## config.mk

```make
export PLATFORM = sky130hd
export DESIGN_NAME = traffic_phase_controller
export DESIGN_NICKNAME = d
export VERILOG_FILES = /design/src/rtl/traffic_phase_controller.sv
export SDC_FILE = /design/constraint.sdc
export NUM_CORES = 1
export LEC_CHECK = 0
export ABC_AREA = 1
export CORE_ASPECT_RATIO = 0.6
export CORE_MARGIN = 2
export CORE_UTILIZATION = 25
export CTS_BUF_LIST = sky130_fd_sc_hd__clkbuf_8
export DETAILED_ROUTE_END_ITERATION = 10
export PLACE_DENSITY_LB_ADDON = 0.12
export SETUP_SLACK_MARGIN = 0.1
export SLEW_MARGIN = 20
export SYNTH_ARGS = -nofsm -noshare
export SYNTH_HDL_FRONTEND = slang
export SYNTH_SLANG_ARGS = --single-unit
```

## constraint.sdc

```tcl
create_clock -name i_clk -period 3.35 [get_ports i_clk]
set_input_delay 0.67 -clock i_clk [delete_from_list [all_inputs] [get_ports i_clk]]
set_output_delay 0.67 -clock i_clk [all_outputs]
set_load 0.05 [all_outputs]
```

## src/rtl/traffic_phase_controller.sv

```systemverilog
// Two-road intersection phase sequencer driving an external saturating down-counter.
// Optional pedestrian walk phase is enabled by defining PED_WALK_EN.
module traffic_phase_controller #(
    parameter int BIT_WIDTH     = 6,
    parameter int CAR_WIDTH     = 4,
    parameter int GREEN_MIN     = 8,
    parameter int GREEN_PER_CAR = 2,
    parameter int GREEN_MAX     = 30,
    parameter int YELLOW_TIME   = 3,
    parameter int ALL_RED_TIME  = 1,
    parameter int WALK_TIME     = 10
) (
    input  logic                 i_clk,
    input  logic                 i_reset,
    input  logic [CAR_WIDTH-1:0] i_ns_cars,
    input  logic [CAR_WIDTH-1:0] i_ew_cars,
    input  logic                 i_is_zero,
    input  logic                 i_ped_req,
    output logic                 o_load,
    output logic                 o_down,
    output logic [BIT_WIDTH-1:0] o_load_in,
    output logic [2:0]           o_ns_light,
    output logic [2:0]           o_ew_light,
    output logic                 o_walk
);

    localparam int SUM_W = BIT_WIDTH + CAR_WIDTH + 1;
    localparam logic [2:0] LIGHT_R = 3'b100;
    localparam logic [2:0] LIGHT_Y = 3'b010;
    localparam logic [2:0] LIGHT_G = 3'b001;

    typedef enum logic [2:0] {
        ST_NS_G,
        ST_NS_Y,
        ST_RED_TO_EW,
        ST_EW_G,
        ST_EW_Y,
        ST_RED_TO_NS
`ifdef PED_WALK_EN
        , ST_PED
`endif
    } state_t;

    state_t               r_state, w_state_nxt;
    logic                 r_run, w_run_nxt;
    logic                 r_rst;
    logic [BIT_WIDTH-1:0] r_green, w_green_nxt;
`ifdef PED_WALK_EN
    logic                 r_ped, w_ped_nxt;
    logic                 r_ped_to_ew, w_ped_to_ew_nxt;
`else
    logic                 w_unused_ped;
    assign w_unused_ped = i_ped_req;
`endif

    function automatic logic [BIT_WIDTH-1:0] green_time(input logic [CAR_WIDTH-1:0] cars);
        logic [SUM_W-1:0] sum;
        sum = SUM_W'(GREEN_MIN) + SUM_W'(cars) * SUM_W'(GREEN_PER_CAR);
        if (sum > SUM_W'(GREEN_MAX))
            return BIT_WIDTH'(GREEN_MAX);
        return sum[BIT_WIDTH-1:0];
    endfunction

    always_ff @(posedge i_clk) begin
        if (i_reset) begin
            r_state     <= ST_RED_TO_NS;
            r_run       <= 1'b0;
            r_rst       <= 1'b1;
            r_green     <= '0;
`ifdef PED_WALK_EN
            r_ped       <= 1'b0;
            r_ped_to_ew <= 1'b0;
`endif
        end else begin
            r_state     <= w_state_nxt;
            r_run       <= w_run_nxt;
            r_rst       <= 1'b0;
            r_green     <= w_green_nxt;
`ifdef PED_WALK_EN
            r_ped       <= w_ped_nxt;
            r_ped_to_ew <= w_ped_to_ew_nxt;
`endif
        end
    end

    // r_rst holds the LOAD substate through the reset-release cycle; isZero only matters in RUN
    always_comb begin
        w_state_nxt = r_state;
        w_run_nxt   = r_run;
        w_green_nxt = r_green;
`ifdef PED_WALK_EN
        w_ped_to_ew_nxt = r_ped_to_ew;
        w_ped_nxt       = r_ped | i_ped_req;
        if (!r_rst && !r_run && r_state == ST_PED)
            w_ped_nxt = i_ped_req;
`endif
        if (!r_rst) begin
            if (!r_run) begin
                w_run_nxt = 1'b1;
            end else if (i_is_zero) begin
                w_run_nxt = 1'b0;
                case (r_state)
                    ST_NS_G: begin
                        if (i_ew_cars == '0)
                            w_green_nxt = green_time(i_ns_cars);
                        else
                            w_state_nxt = ST_NS_Y;
                    end
                    ST_NS_Y: w_state_nxt = ST_RED_TO_EW;
                    ST_RED_TO_EW: begin
                        w_state_nxt = ST_EW_G;
                        w_green_nxt = green_time(i_ew_cars);
`ifdef PED_WALK_EN
                        if (r_ped) begin
                            w_state_nxt     = ST_PED;
                            w_ped_to_ew_nxt = 1'b1;
                        end
`endif
                    end
                    ST_EW_G: begin
                        if (i_ns_cars == '0)
                            w_green_nxt = green_time(i_ew_cars);
                        else
                            w_state_nxt = ST_EW_Y;
                    end
                    ST_EW_Y: w_state_nxt = ST_RED_TO_NS;
                    ST_RED_TO_NS: begin
                        w_state_nxt = ST_NS_G;
                        w_green_nxt = green_time(i_ns_cars);
`ifdef PED_WALK_EN
                        if (r_ped) begin
                            w_state_nxt     = ST_PED;
                            w_ped_to_ew_nxt = 1'b0;
                        end
`endif
                    end
`ifdef PED_WALK_EN
                    ST_PED: begin
                        if (r_ped_to_ew) begin
                            w_state_nxt = ST_EW_G;
                            w_green_nxt = green_time(i_ew_cars);
                        end else begin
                            w_state_nxt = ST_NS_G;
                            w_green_nxt = green_time(i_ns_cars);
                        end
                    end
`endif
                    default: w_state_nxt = ST_RED_TO_NS;
                endcase
            end
        end
    end

    always_comb begin
        o_load     = 1'b0;
        o_down     = 1'b0;
        o_load_in  = '0;
        o_ns_light = LIGHT_R;
        o_ew_light = LIGHT_R;
        o_walk     = 1'b0;
        if (!r_rst) begin
            o_load = !r_run;
            o_down = r_run;
            case (r_state)
                ST_NS_G: begin
                    o_ns_light = LIGHT_G;
                    o_load_in  = r_green;
                end
                ST_NS_Y: begin
                    o_ns_light = LIGHT_Y;
                    o_load_in  = BIT_WIDTH'(YELLOW_TIME);
                end
                ST_EW_G: begin
                    o_ew_light = LIGHT_G;
                    o_load_in  = r_green;
                end
                ST_EW_Y: begin
                    o_ew_light = LIGHT_Y;
                    o_load_in  = BIT_WIDTH'(YELLOW_TIME);
                end
                ST_RED_TO_EW, ST_RED_TO_NS: o_load_in = BIT_WIDTH'(ALL_RED_TIME);
`ifdef PED_WALK_EN
                ST_PED: begin
                    o_walk    = 1'b1;
                    o_load_in = BIT_WIDTH'(WALK_TIME);
                end
`endif
                default: o_load_in = '0;
            endcase
        end
    end

endmodule

```

==> metrics.cfg <==
[place]
port_buffers = 24
dp_hpwl_microns = 1650
gp_congestion = 0.764
place_ws_ns = 0.604

[grt]
antenna_found_initial = 0
grt_pass1_wl_microns = 3570
grt_use_total_pct = 11.8
grt_overflow = 0
grt_max_degree = 14
grt_pass1_vias = 782

[synth]
synthTopCellsByArea = dfxtp_1, nand2_1, nor2_1
synth_edf_count = 0
netlist_instances = 136
ys_seq_elements = 10
async_flop_share_pct = 0
ys_top_cells_by_count = nand2_1, nor2_1, inv_1, dfxtp_1, nand3_1
yosys.area.top_type_share_pct = 24.0
synth_nets = 153
yosysTopAreaCell = dfxtp_1
ys_seq_area_share_pct = 24.0
synth_area_sq_um = 835
dominantRegCellSynth = dfxtp_1
synth_warnings = 0
synthDistinctLibCells = 26
synth_area_per_cell_sq_um = 6.14
synth_most_common_cell = nand2_1

[route]
drt-initial-drc-count = 23
viasPerCell = 4.10
drtAntennaViolNets = 0
wl_per_cell_microns = 9.86
drc = 0
drtPass1Iterations = 4
wl_microns = 2020
vias = 840

[critical_path]
r2r_cells = 7
cp_max_fo = 8
end_kind = primary output
path_class = flop to primary output
cp-start-kind = flop
cp_data_required_time_ns = 2.68
arrival_ns = 2.35

[floorplan]
start_util_pct = 25.9
pin_count = 27
core-area_sq_um = 3220
die_h_microns = 48.8
die_area_sq_um = 3830
die_w_microns = 78.6
fp-row-count = 16

[clocking]
cts_resized = 0
cts_buffers = 3
ctsHoldBuffers = 0
post_cts_buffers = 0
cts_tree = done
cts.sinks = 10
clockBufferDepth = 2
ctsHtreeMaxLevel = 1
clockRootBuffer = clkbuf_8
clk_latency_ns = 0.23
cts.clk_slew.worst_paths_ns = 0.05

[pwr]
max-vdd-ir-drop_mv = 0.178
powerDensity_nw_per_um2 = 316
p_leak_uw = 0.000529

[sta]
period_minus_slack_ns = 3.02
skew_ns = 0.00157
setup_violations = 0
drv_slew = 0
tightestPinTransition_ns = 0.511
worst_slack_ns = 0.333
max_freq_mhz = 331
hold_violations = 0
post-route-period-util_pct = 90.1
finalSetupTns_ns = 0
rsz0062_at_grt = false
slew_headroom_pct = 65.8

[min_path]
min_path_type = flop to flop
hold_depth = 2

[run]
cap_violations = 0

[layout]
n_antenna_cell = 0
area_growth_pct = 38.5
drive_gt1_share_pct = 12.5
final_nets = 178

[outcome]
status = finished, final reports clean

-- metrics by stage --
| stage | instances | util, % | area, sq um | hold slack (ns) | power [uW] |
|---|---|---|---|---|---|
| 3_3_place_gp | 201 | 34.2 | 1100 | 0.436 | 217 |
| 6_report | 205 | 35.9 | 1160 | 0.446 | 365 |
| 5_1_grt | 205 | 35.9 | 1160 | 0.495 | 388 |
| 2_1_floorplan | 136 | - | 835 | 0.417 | 188 |
| 4_1_cts | 205 | 35.9 | 1160 | 0.445 | 374 |
| 3_5_place_dp | 201 | 34.2 | 1100 | 0.437 | 218 |
-- where the power goes --
part	switching, uW	internal (uW)
clock network	46.8	103
registers	7.00	124
logic	51.4	32.6
-- worst paths after layout --
kind	end	start	slack (ns)
max	o_load_in[4]	r_state[1]	0.33
min	r_green[5]	r_green[5]	0.45
max reg2reg	r_green[3]	r_state[1]	1.89
min reg2reg	r_green[5]	r_green[5]	0.45
-- final cells by class --
cell class	instances	area (sq um)
flip-flops and latches	10	200
repair buffers	24	240
fillers	348	2070
multi-input cells	98	510
well taps	45	56.3
inverters	24	93.8
clock buffers	4	55.1
-- flip-flops by register name (all words and copies together) (netlist names), named ones only --
| name | cells |
|---|---|
| r_state | 2 |
| r_run | 1 |
| r_green | 5 |
| r_rst | 1 |
-- layer usage --
metal  global-route usage, %  wire (microns)  vias up
li1                        -               -      464
met1                    17.5            1090      362
met2                    17.2             846       12
met3                    3.92              82        2
met4                   0.877               4        0
met5                       0               0        -
-- cells by family after synthesis --
kind of cell    count (synthesis)  share of synthesized area [%]
compound gates                  7                           5.10
fa+ha+maj                       5                           7.50
buf+inv                        28                           14.8
flops                          10                           24.0
other cells                     1                          0.449
simple gates                   85                           48.1
-- cells in the final DEF, fill, tap and decap left out --
cell type / synthesis / layout
nand2_4: 2 / 2
nor2_4: 3 / 3
inv_4: 1 / 1
clkbuf_8: 0 / 4
inv_2: 2 / 2
nor2_1: 28 / 28
o211ai_1: 1 / 1
clkinv_2: 1 / 1
nand3_2: 1 / 1
nand3_1: 8 / 8
or2_1: 1 / 1
nor3_1: 4 / 4
conb_1: 1 / 1
nand2_1: 30 / 30
nand3b_1: 1 / 1
a211oi_1: 1 / 1
ha_1: 5 / 5
a21oi_1: 3 / 3
clkdlybuf4s50_1: 0 / 24
nand4_1: 1 / 1
dfxtp_1: 10 / 10
nand2_2: 4 / 4
a31oi_1: 2 / 2
nor2_2: 2 / 2
inv_1: 20 / 20
-- critical path, stage by stage (launching register included) --
cell	delay, ns
dfxtp_1	0.57
nand3_2	0.18
nand2_2	0.13
clkinv_2	0.09
or2_1	0.24
nor2_1	0.10
clkdlybuf4s50_1	0.80
(Power assumes the default switching activity.)
